$ cat config.mk
export PLATFORM = sky130hd
export DESIGN_NAME = pipe_hazard_ctrl
export DESIGN_NICKNAME = d
export VERILOG_FILES = /design/src/rtl/pipe_hazard_ctrl.sv
export SDC_FILE = /design/constraint.sdc
export NUM_CORES = 1
export LEC_CHECK = 0
export ABC_AREA = 1
export CORE_AREA = 2 2 82 84
export CTS_BUF_LIST = sky130_fd_sc_hd__clkbuf_4
export DETAILED_ROUTE_END_ITERATION = 12
export DIE_AREA = 0 0 84 86
export PLACE_DENSITY_LB_ADDON = 0.05
export SETUP_SLACK_MARGIN = 0.05
export SLEW_MARGIN = 20
export SYNTH_ARGS = -nofsm -noshare
export SYNTH_HDL_FRONTEND = slang
export SYNTH_SLANG_ARGS = --single-unit
$ cat constraint.sdc
create_clock -name clk -period 2.6 [get_ports clk]
set_input_delay 0.78 -clock clk [delete_from_list [all_inputs] [get_ports clk]]
set_output_delay 0.78 -clock clk [all_outputs]
set_load 0.02 [all_outputs]
$ cat src/rtl/pipe_hazard_ctrl.sv
// Hazard sequencer for the IF_ID/ID_EX/EX_MEM/MEM_WB registers and the PC: stall, bubble, freeze and flush
// decisions, EPC/cause capture and a saturating stall-cycle counter.
module pipe_hazard_ctrl #(
    parameter int unsigned LOAD_STALL = 1,
    parameter int unsigned CNT_W      = 16
) (
    input  logic             clk,
    input  logic             reset,
    input  logic             p1_memRead,
    input  logic [2:0]       p1_rd_load,
    input  logic [11:0]      id_src,
    input  logic [3:0]       id_src_valid,
    input  logic             mem_busy,
    input  logic             p1_cause,
    input  logic             p1_invalid,
    input  logic [31:0]      p1_pc,
    output logic             pc_write,
    output logic             pc_sel_vec,
    output logic             IF_Write,
    output logic             ID_Write,
    output logic             EX_MEMregWrite,
    output logic             MEM_WBregWrite,
    output logic             flush_if_id,
    output logic             flush_id_ex,
    output logic             flush_ex_mem,
    output logic [31:0]      epc,
    output logic [1:0]       cause_reg,
    output logic [CNT_W-1:0] stall_cnt
);

    localparam logic [1:0] RUN   = 2'd0;
    localparam logic [1:0] STALL = 2'd1;
    localparam logic [1:0] WAIT  = 2'd2;
    localparam logic [1:0] FLUSH = 2'd3;

    localparam logic [2:0] BUBBLE_INIT = 3'(LOAD_STALL - 1);

    logic [1:0] state, nextState;
    logic [2:0] bubbleCnt, nextBubble;
    logic       srcHit, loadUse, exc;
    logic       freeze, bubble, excFlush, vecLoad, capture;

    always_comb begin
        srcHit = 1'b0;
        for (int i = 0; i < 4; i++) begin
            if (id_src_valid[i] && (id_src[3*i +: 3] == p1_rd_load)) srcHit = 1'b1;
        end
    end

    assign loadUse = p1_memRead & srcHit;
    assign exc     = p1_cause | p1_invalid;

    always_comb begin
        // NOTE: every term written here gets a default first, so no path can infer a latch.
        freeze     = 1'b0;
        bubble     = 1'b0;
        excFlush   = 1'b0;
        vecLoad    = 1'b0;
        capture    = 1'b0;
        nextState  = state;
        nextBubble = bubbleCnt;
        if (state == STALL) begin
            // A memory wait freezes the bubble sequence without consuming a bubble.
            if (mem_busy) begin
                freeze = 1'b1;
            end else begin
                bubble = 1'b1;
                if (bubbleCnt <= 3'd1) begin
                    nextState  = RUN;
                    nextBubble = '0;
                end else begin
                    nextBubble = bubbleCnt - 3'd1;
                end
            end
        end else if (state == FLUSH) begin
            vecLoad   = 1'b1;
            nextState = RUN;
        end else if (state == WAIT && mem_busy) begin
            freeze = 1'b1;
        end else if (exc) begin
            excFlush  = 1'b1;
            capture   = 1'b1;
            nextState = FLUSH;
        end else if (mem_busy) begin
            freeze    = 1'b1;
            nextState = WAIT;
        end else if (loadUse) begin
            bubble = 1'b1;
            if (LOAD_STALL > 1) begin
                nextState  = STALL;
                nextBubble = BUBBLE_INIT;
            end else begin
                nextState = RUN;
            end
        end else begin
            nextState = RUN;
        end
    end

    // While reset is held every pipeline register is flushed and nothing advances.
    assign pc_write       = reset & ~(freeze | bubble | excFlush);
    assign pc_sel_vec     = reset & vecLoad;
    assign IF_Write       = reset & ~(freeze | bubble);
    assign ID_Write       = reset & ~freeze;
    assign EX_MEMregWrite = reset & ~freeze;
    assign MEM_WBregWrite = reset & ~freeze;
    assign flush_if_id    = ~reset | excFlush;
    assign flush_id_ex    = ~reset | excFlush | bubble;
    assign flush_ex_mem   = ~reset | excFlush;

    always_ff @(posedge clk) begin
        // NOTE: state is updated with non-blocking assignments so every register samples pre-edge values.
        if (!reset) begin
            state     <= RUN;
            bubbleCnt <= '0;
            epc       <= '0;
            cause_reg <= '0;
            stall_cnt <= '0;
        end else begin
            state     <= nextState;
            bubbleCnt <= nextBubble;
            if (capture) begin
                epc       <= p1_pc;
                cause_reg <= {p1_invalid, p1_cause};
            end
            if (!IF_Write && stall_cnt != {CNT_W{1'b1}}) stall_cnt <= stall_cnt + 1'b1;
        end
    end

endmodule

==> flow_metrics.py <==
metrics = {
    "sta": {
        "clock.fmax_mhz": 397,
        "grt_setup_unrepaired": "yes",
        "setup_viol": 0,
        "finalSetupTns_ns": 0,
        "tightest_slew_ns": 0.344,
        "fin_ws_ns": 0.0839,
        "slew_headroom_pct": 77.0,
        "timing.hold.ws_ns": 0.478,
        "slew_violations": 0,
        "period_share_pct": 96.8,
        "clock_skew_ns": 0.0138,
        "fin_crit_ns": 2.52,
        "hold_viol": 0,
    },
    "critical_path": {
        "r2r_cells": 10,
        "critPathKind": "input pin to output pin",
        "critPathMaxFanout": 5,
        "critPathLaunchType": "input pin",
        "r2r_setup_slack_ns": 0.55,
        "rr_endpoint": "stall_cnt[1]",
        "crit_family": "simple AND/OR/NAND/NOR gates",
        "cp_slowest_cell": "nor2_4",
        "cp-end-kind": "output pin",
        "critPathRequiredTime_ns": 1.82,
        "critPathLaunch": "p1_rd_load[0]",
        "crit_chain": "buf_8, inv_8, nand2_1, nand3_1, nor2_1, nor2_1, nand2_1, nand2_2, nand3_4, nor2_4, buf_6",
        "r2r-start": "stall_cnt[0]",
        "slowest_delay_ns": 0.13,
        "cp_num_buf_inv": 3,
        "arrival_ns": 1.74,
    },
    "cts": {
        "path_clk_slew_ns": 0.18,
        "clock_latency_ns": 0.38,
        "cts-buffers-inserted": 5,
        "cts_max_path_buffers": 2,
        "cts_tree": "yes",
        "root_buffer": "clkbuf_4",
        "htreeDepth": 2,
        "cts_hold_buf": 0,
        "cts.sinks": 55,
    },
    "floorplanning": {
        "die_h_um": 86,
        "initial_core_util_pct": 43.5,
        "die_x_um": 84,
        "core_area_mm2": 0.00628,
        "dieArea_mm2": 0.00722,
        "num_rows": 29,
        "ios": 116,
    },
    "placed_design": {
        "numPortBuffers": 115,
        "dp_slack_ns": -1.02,
        "placedCellCount": 585,
        "gp_congestion": 0.853,
        "hpwl_mm": 5.11,
    },
    "synth": {
        "synth_edf_count": 0,
        "synth_area_mm2": 0.00273,
        "syn_inst": 395,
        "syn_area_per_cell_um2": 6.91,
        "syn_nets": 455,
        "synth-seq-cells": 55,
        "ys_warn_count": 0,
        "async_flop_share_pct": 0,
        "synth_cell_type_count": 33,
        "synth_ff_type": "dfxtp_1",
        "yosysSeqAreaShare_pct": 40.3,
    },
    "global_routing": {
        "grt_overflow": 0,
        "antenna_found_initial": 0,
        "grt_max_degree": 39,
        "grt_pass1_wl_mm": 12.2,
        "grtUsageTotal_pct": 20.4,
        "grt_pass1_vias": 2739,
    },
    "route": {
        "drtIter0Drc": 108,
        "wirelength_mm": 7.30,
        "routedWlPerCell_um": 12.3,
        "ant_nets": 0,
        "vias": 2859,
        "routed_via_density": 4.81,
        "drc": 0,
        "dr.pass1.iters": 4,
    },
    "final_layout": {
        "largest_reg_flops": 32,
        "max_flop_register": "epc",
        "num_antenna_cells": 0,
        "fillers": 567,
        "area_delta_synth_final_pct": 52.6,
        "mostFrequentLayoutCell": "nor2_1",
        "final_cell_mix": "nor2_1, clkdlybuf4s50_1, nand2_1",
        "drive_above_1_share_pct": 20.9,
        "final_cells": 594,
        "nets": 576,
        "top_regs": "epc (32), stall_cnt (16), bubbleCnt (3)",
    },
    "hold_path": {
        "holdPathStages": 2,
        "hp-class": "flip-flop to flip-flop",
        "min_from": "cause_reg[1]",
        "whs_endpoint": "cause_reg[1]",
    },
    "outcome": {
        "run_status": "complete, no violations",
    },
    "job": {
        "cap_violations": 0,
    },
    "pwr": {
        "peakVddDrop_mv": 0.341,
        "power_density_mw_per_mm2": 513,
        "leakagePower_nw": 1.79,
    },
}
Yosys cell counts (2+ instances only):
cell type,number,area [µm²]
nand2_1,72,270
nor3_2,2,20.0
buf_2,3,15.0
nand3_1,25,125
nand4_1,2,12.5
dfxtp_1,55,1100
o21ai_0,34,170
clkbuf_1,9,33.8
a21oi_1,18,90.1
a21boi_0,3,22.5
a21oi_2,2,17.5
buf_4,4,30.0
inv_2,2,7.51
inv_1,37,139
xnor2_1,3,26.3
nor2_1,92,345
nor3_1,4,20.0
ha_1,3,37.5
a211oi_1,2,15.0
xor2_1,10,87.6
kinds of logic (layout without fill, tap and decap cells):
kind of cell | after synthesis | in the layout | share of synthesized area [%]
XOR/XNOR | 13 | 13 | 4.17
buffers and inverters | 58 | 180 | 9.71
flip-flops | 55 | 55 | 40.3
AO/OA/AOI/OAI | 60 | 60 | 12.0
AND/OR/NAND/NOR | 206 | 206 | 32.4
adder cells (fa/ha/maj) | 3 | 3 | 1.37
tightest hold or removal path: cells and delay by family (launching register included):
kind	cells	cell delay, ns
flip-flops	1	0.35
AO/OA/AOI/OAI	1	0.05
AND/OR/NAND/NOR	1	0.06
layout make-up:
type                            instances  area [µm²]  area share, %
Clock buffer                            5        37.5          0.901
Multi-Input combinational cell        282        1500           35.9
Clock inverter                          3        33.8          0.811
Tap cell                               77        96.3           2.31
Timing Repair Buffer                  133        1230           29.4
Sequential cell                        55        1100           26.4
Inverter                               39         174           4.17
worst max path at each step:
| stage | cells past startpoint | end |
|---|---|---|
| final | 11 | pc_write |
| after global routing | 12 | pc_write |
| after CTS | 8 | pc_write |
| after detailed placement | 12 | pc_write |
| after global placement | 12 | pc_write |
| after floorplan | 7 | pc_write |
where the power goes:
part	internal [mW]	switching (mW)	total, mW
registers	0.930	0.0470	0.977
clock network	0.121	0.301	0.422
logic	0.341	0.400	0.741
per-stage QoR:
stage / utilization (%) / instance area (µm²) / total power [mW]
detailed placement: 64.5 / 4050 / 1.73
floorplan: - / 2800 / 1.37
global route: 66.4 / 4170 / 2.27
finish: 66.4 / 4170 / 2.14
CTS: 65.6 / 4120 / 2.15
global placement: 64.5 / 4050 / 1.72
timing repair:
| item | 4_1_cts | 5_1_grt |
|---|---|---|
| pin swaps | 27 | 23 |
| buffers inserted | 2 | 0 |
| gates resized for setup | 116 | 70 |
| endpoints found under the setup margin | 9 | 6 |
metal layers:
metal | up-vias | wire (µm) | global-route usage [%]
li1 | 1481 | - | -
met5 | - | 0 | 0
met3 | 9 | 642 | 6.83
met2 | 89 | 3420 | 35.2
met4 | 0 | 93 | 5.43
met1 | 1280 | 3140 | 24.4
No activity file was read; power rests on OpenSTA's default activity.
